==> src/rtl/sha3_digest_serializer_if.sv <==
// Digest word stream: valid/ready handshake with an end-of-digest marker.
interface sha3_digest_serializer_if #(
  parameter int unsigned OUT_WIDTH = 32
);
  logic [OUT_WIDTH-1:0] odata;
  logic                 ovalid;
  logic                 olast;
  logic                 iready;

  modport master (output odata, output ovalid, output olast, input iready);
  modport slave  (input odata, input ovalid, input olast, output iready);
endinterface

==> src/rtl/sha3_digest_serializer.sv <==
// Captures finished Keccak states from the last round stage and streams the digest
// as OUT_WIDTH-bit words. One holding slot absorbs a result that arrives while the
// previous digest is still streaming; a further result is dropped and flagged.
module sha3_digest_serializer #(
  parameter int unsigned DIGEST_BITS = 256,
  parameter int unsigned OUT_WIDTH   = 32
) (
  input  logic                            clk,
  input  logic                            rst_n,
  input  logic [63:0]                     isa [0:4],
  input  logic [63:0]                     isb [0:4],
  input  logic [63:0]                     isc [0:4],
  input  logic [63:0]                     isd [0:4],
  input  logic [63:0]                     ise [0:4],
  input  logic                            sample,
  sha3_digest_serializer_if.master        dout,
  output logic                            ofree,
  output logic                            overflow
);

  localparam int unsigned NumWords = (DIGEST_BITS + OUT_WIDTH - 1) / OUT_WIDTH;
  localparam int unsigned IdxW     = $clog2(NumWords);
  localparam logic [IdxW-1:0] LastIdx = IdxW'(NumWords - 1);
  // Keeps digest bits only; lanes beyond the digest and the tail of a partial lane read 0.
  localparam logic [511:0] KeepMask = {512{1'b1}} >> (512 - DIGEST_BITS);

  if (!(DIGEST_BITS == 224 || DIGEST_BITS == 256 || DIGEST_BITS == 384 ||
        DIGEST_BITS == 512)) begin : g_bad_digest
    $error("sha3_digest_serializer: DIGEST_BITS must be 224, 256, 384 or 512");
  end
  if (!(OUT_WIDTH == 32 || OUT_WIDTH == 64)) begin : g_bad_width
    $error("sha3_digest_serializer: OUT_WIDTH must be 32 or 64");
  end

  typedef enum logic [0:0] {StIdle, StStream} state_e;

  state_e          r_state, w_state_next;
  logic [IdxW-1:0] r_idx, w_idx_next;
  logic [511:0]    r_act, w_act_next;
  logic [511:0]    r_hold, w_hold_next;
  logic            r_hold_full, w_hold_full_next;
  logic            r_overflow, w_overflow_next;

  logic [511:0]          w_in;
  logic [OUT_WIDTH-1:0]  w_word;
  logic                  w_valid;
  logic                  w_beat;
  logic                  w_finish;
  logic                  w_unused;

  // Lanes 0..7 are the top row plus the first three lanes of the second row.
  assign w_in = {isb[2], isb[1], isb[0], isa[4], isa[3], isa[2], isa[1], isa[0]} & KeepMask;

  // Rows and lanes that can never hold digest bits.
  assign w_unused = ^{isb[3], isb[4], isc[0], isc[1], isc[2], isc[3], isc[4],
                      isd[0], isd[1], isd[2], isd[3], isd[4],
                      ise[0], ise[1], ise[2], ise[3], ise[4]};

  assign w_valid  = (r_state == StStream);
  assign w_beat   = w_valid & dout.iready;
  assign w_finish = w_beat & (r_idx == LastIdx);

  // Select the current word out of the active buffer.
  always_comb begin
    w_word = '0;
    for (int k = 0; k < int'(NumWords); k++) begin
      if (r_idx == IdxW'(k)) w_word = r_act[k*OUT_WIDTH +: OUT_WIDTH];
    end
  end

  assign dout.ovalid = w_valid;
  assign dout.olast  = w_valid & (r_idx == LastIdx);
  assign dout.odata  = w_valid ? w_word : '0;
  assign ofree       = ~r_hold_full;
  assign overflow    = r_overflow;

  // Next-state: word counter, buffer moves and overflow detection.
  always_comb begin
    w_state_next     = r_state;
    w_idx_next       = r_idx;
    w_act_next       = r_act;
    w_hold_next      = r_hold;
    w_hold_full_next = r_hold_full;
    w_overflow_next  = r_overflow;
    unique case (r_state)
      StIdle: begin
        if (sample) begin
          w_act_next   = w_in;
          w_idx_next   = '0;
          w_state_next = StStream;
        end
      end
      StStream: begin
        if (w_beat) w_idx_next = r_idx + 1'b1;
        if (w_finish) begin
          w_idx_next = '0;
          if (r_hold_full) begin
            // Holding slot drains into active; a coincident sample refills it.
            w_act_next = r_hold;
            if (sample) w_hold_next = w_in;
            else        w_hold_full_next = 1'b0;
          end else if (sample) begin
            w_act_next = w_in;
          end else begin
            w_state_next = StIdle;
          end
        end else if (sample) begin
          if (!r_hold_full) begin
            w_hold_next      = w_in;
            w_hold_full_next = 1'b1;
          end else begin
            w_overflow_next = 1'b1;
          end
        end
      end
      default: w_state_next = StIdle;
    endcase
  end

  // State register with synchronous active-low reset.
  always_ff @(posedge clk) begin
    if (!rst_n) begin
      r_state     <= StIdle;
      r_idx       <= '0;
      r_act       <= '0;
      r_hold      <= '0;
      r_hold_full <= 1'b0;
      r_overflow  <= 1'b0;
    end else begin
      r_state     <= w_state_next;
      r_idx       <= w_idx_next;
      r_act       <= w_act_next;
      r_hold      <= w_hold_next;
      r_hold_full <= w_hold_full_next;
      r_overflow  <= w_overflow_next;
    end
  end

endmodule

==> src/flat_wrapper.sv <==
// flat-port wrapper written by rule: the top's interface ports become plain ports
module sha3_digest_serializer_flat 
#(
  parameter int unsigned DIGEST_BITS = 256,
  parameter int unsigned OUT_WIDTH   = 32
)
  (clk, rst_n, isa, isb, isc, isd, ise, sample, ofree, overflow, dout_odata, dout_ovalid, dout_olast, dout_iready);
  sha3_digest_serializer_if #(.OUT_WIDTH(OUT_WIDTH)) dout_i ();
  input  logic clk;
  input  logic rst_n;
  input  logic [63:0] isa[0:4];
  input  logic [63:0] isb[0:4];
  input  logic [63:0] isc[0:4];
  input  logic [63:0] isd[0:4];
  input  logic [63:0] ise[0:4];
  input  logic sample;
  output logic ofree;
  output logic overflow;
  output wire logic [$bits(dout_i.odata)-1:0] dout_odata;
  output wire logic [$bits(dout_i.ovalid)-1:0] dout_ovalid;
  output wire logic [$bits(dout_i.olast)-1:0] dout_olast;
  input wire logic [$bits(dout_i.iready)-1:0] dout_iready;
  assign dout_odata = dout_i.odata;
  assign dout_ovalid = dout_i.ovalid;
  assign dout_olast = dout_i.olast;
  assign dout_i.iready = dout_iready;
  sha3_digest_serializer #(.DIGEST_BITS(DIGEST_BITS), .OUT_WIDTH(OUT_WIDTH)) u_core (.clk(clk), .rst_n(rst_n), .isa(isa), .isb(isb), .isc(isc), .isd(isd), .ise(ise), .sample(sample), .dout(dout_i), .ofree(ofree), .overflow(overflow));
endmodule
==> config.mk <==
export PLATFORM = sky130hd
export DESIGN_NAME = sha3_digest_serializer_flat
export DESIGN_NICKNAME = d
export VERILOG_FILES = /design/src/rtl/sha3_digest_serializer_if.sv /design/src/rtl/sha3_digest_serializer.sv /design/src/flat_wrapper.sv
export SDC_FILE = /design/constraint.sdc
export NUM_CORES = 1
export LEC_CHECK = 0
export ABC_CLOCK_PERIOD_IN_PS = 3900
export CELL_PAD_IN_SITES_DETAIL_PLACEMENT = 2
export CELL_PAD_IN_SITES_GLOBAL_PLACEMENT = 2
export CORE_AREA = 2 2 646 648
export DETAILED_ROUTE_END_ITERATION = 8
export DIE_AREA = 0 0 648 650
export DONT_BUFFER_PORTS = 1
export PLACE_DENSITY_LB_ADDON = 0.1
export SLEW_MARGIN = 20
export SYNTH_ARGS = -nofsm -noshare
export SYNTH_HDL_FRONTEND = slang
export SYNTH_SLANG_ARGS = --single-unit
==> constraint.sdc <==
create_clock -name clk -period 3.9 [get_ports clk]
set_input_delay 0.585 -clock clk [delete_from_list [all_inputs] [get_ports clk]]
set_output_delay 0.585 -clock clk [all_outputs]
set_load 0.005 [all_outputs]
==> results.md <==
- Status: finished, final reports clean
- Critical Path Fanout Max: 13
- DP HPWL: 132000 µm
- # DRC: 0
- Max Cap Viol: 0
- Minimum clock period: 3720 ps
- PwrDens: 422 nW/µm²
- Final hold vios: 0
- Row count: 237
- Maximum vdd drop: 0.282 mV
- Hold Crit Depth: 2
- DR vias/cell: 2.77
- Synth Area in Simple Gates: 0.172
- Clock group share of total power: 0.483
- WL final: 199000 µm
- Die Height: 650 µm
- Layout cells sized above 1: 0.173
- Largest net degree at the start of global routing: 775
- Commonest non-fill, non-tap cell in the layout: nand2_1
- Hold path start: isa[153]
- Setup total negative slack: 0 ps
- RD Place Congestion: 0.688
- Via count: 23600
- Synth Flop Type: dfxtp_1
- Comb power frac: 0.150
- IO Pins: 1640
- Effective utilization at floorplan: 0.0643
- CTS tree: yes
- Share of the synthesized area in the top cell type: 0.389
- Syn_area_per_cell: 9.60 µm²
- Endpoint, Worst Hold: u_core.r_hold[153]
- Min-Delay Path Class: in -> reg
- Tot GR Track Use: 0.0921
- Worst r2r src: u_core.r_idx[1]
- Worst-case reg-to-reg path depth: 8
- Gr ovfl total: 0
- CTS max path bufs: 3
- Reg power frac: 0.367
- Width of the chip: 648 µm
- Clk_skew: 40.6 ps
- Final worst-path cycle share: 0.955
- Clock Tree Root: clkbuf_16
- Area share of fa/ha/maj cells after synthesis: 0.00282
- P&R area growth vs syn: 46.3%
- RR Endpoint: u_core.r_hold[72]
- Avg WL per Cell: 23.3 µm
- # nets final: 4564
- Worst-Margin Slew: 1280 ps
- YS warnings: 0
- Gate Count Post-Synth: 2776
- Int Power: 0.0115 W
- Die ar.: 421000 µm²
- Synthesis-stage register bit count: 518
- IO Port Bufs: 0
- CTS Buf Count: 84
- Unique cell type count in the Yosys netlist: 38
- Largest cells by area after synthesis: dfxtp_1, o221a_1, mux2i_1
- Async set-or-reset flop fraction in the synthesized netlist: 0
- Clk_lat worst skew: 700 ps
- Synth Net Count: 4386
- Synth Area in XOR/XNOR: 0
- Critical path class: reg -> out
- Max Clock Freq: 269 MHz
- Area of the core: 415000 µm²
- Antenna viol nets, final: 0
- Clk slew on worst S/H paths: 50 ps
- DR iter-0 viols: 877
- First-pass iteration count of the detailed router: 5
- Compound-Gate Fraction of Synth Area: 0.169
- Most frequent cells in the layout: nand2_1, dfxtp_1, mux2i_1
- Initial antenna violation count: 122
- Pleak: 12.2 nW
- Vias in the first global route: 25100
- Crit end category: primary output
- Number of flops mapped to enable cells by yosys: 0
- Net Sw Frac: 0.304
- Largest family of logic cells by synthesized area: multiplexers
- Critical path required time: 3310 ps
- Setup violators final: 0
- Mux cell area share after synthesis: 0.205
- Power Total: 0.0165 W
- Clock sink total: 518
- CTS H-Tree Depth: 3
- Max-Slew Margin vs Limit: 0.149
- First-pass GRT wire length: 258000 µm
- Flop2flop setup slack: 1150 ps
- Synth area leader: dfxtp_1
- Final Slew Violations: 0
- Startpoint Class: flop
- Sw Pwr: 0.00501 W
- Post-Syn Area: 26700 µm²
- Sequential fraction of the synthesis area: 0.389
- Arr. time, crit path: 3140 ps
- RSZ-0062 raised after global routing: no
==> kinds of logic (layout without fill, tap and decap cells) <==
group / after synthesis / in the layout
AOI/OAI and AO/OA: 461 / 461
and+or+nand+nor: 942 / 942
DFF: 518 / 518
adders and majority gates: 6 / 6
muxes: 513 / 513
other: 0 / 22
buffers and inverters: 336 / 579
==> synthesized netlist by cell type (33+ instances only) <==
master	instances
buf_2	72
clkbuf_1	185
dfxtp_1	518
inv_1	38
mux2_1	39
mux2_2	217
mux2i_1	257
nand2_1	548
nand2b_1	235
nor2b_1	38
o21ai_0	33
o221a_1	256
==> routing by layer <==
metal / track usage / share of wire
met1: 0.104 / 0.40
met2: 0.177 / 0.52
met3: 0.0161 / 0.039
met4: 0.0212 / 0.041
met5: 0 / 0.00050
==> power by group through the flow <==
stage	clock network (W)	registers [W]	logic, W
after floorplan	0	0.00593	0.00140
after global placement	0	0.00618	0.00215
after detailed placement	0	0.00619	0.00216
after CTS	0.00850	0.00607	0.00249
after global routing	0.00865	0.00610	0.00270
final	0.00797	0.00605	0.00246
==> state kept, by name, indices dropped and copies added, names as in the netlist <==
register and flops:
u_core.dout.ovalid 1, u_core.overflow 1, u_core.r_act 256, u_core.r_hold 256, u_core.r_hold_full 1, u_core.r_idx 3
==> metrics by stage <==
stage	hold slack, ps	utilization	area [µm²]	std cells	worst slack, ps
2_1_floorplan	431	-	26700	2776	1180
3_3_place_gp	439	0.0805	33400	8100	419
3_5_place_dp	448	0.0805	33400	8100	455
4_1_cts	8.33	0.0935	38800	8507	6.10
5_1_grt	39.0	0.0939	39000	8522	20.1
6_report	89.2	0.0940	39000	8538	177
==> final cells by class <==
cell class / instances / area [µm²]
Antenna cell: 22 / 55.1
Clock buffer: 127 / 2570
Clock inverter: 24 / 229
Fill cell: 48200 / 376000
Inverter: 38 / 143
Multi-Input combinational cell: 1922 / 14800
Sequential cell: 518 / 10400
Tap cell: 5497 / 6880
Timing Repair Buffer: 390 / 3950
==> worst max-delay path by stage <==
stage / startpoint / to / slack [ps] / depth (start not counted)
2_1_floorplan: u_core.r_idx[2] / dout_odata[10] / 1180 / 10
4_1_cts: u_core.r_idx[0] / dout_odata[29] / 6 / 9
6_report: u_core.r_idx[0] / dout_odata[11] / 180 / 8
5_1_grt: u_core.r_idx[0] / dout_odata[31] / 20 / 8
3_5_place_dp: u_core.r_idx[0] / dout_odata[31] / 450 / 8
3_3_place_gp: u_core.r_idx[0] / dout_odata[11] / 420 / 8
==> repair_timing <==
item | 4_1_cts | 5_1_grt
setup endpoints to repair | 32 | 9
buffers inserted | 1 | 5
gates cloned | 0 | 0
endpoints found under the hold margin | 255 | 0
hold buffers | 255 | 0
resized for setup | 6 | 0
pin swaps | 0 | 0
==> critical path: stages (launching register included) <==
cell and delay (ps):
dfxtp_2 360, ha_1 240, ha_1 200, or2_4 340, buf_4 190, buf_4 190, a221o_1 420, a211oi_2 280
buf_4 200
(Power assumes the default switching activity.)
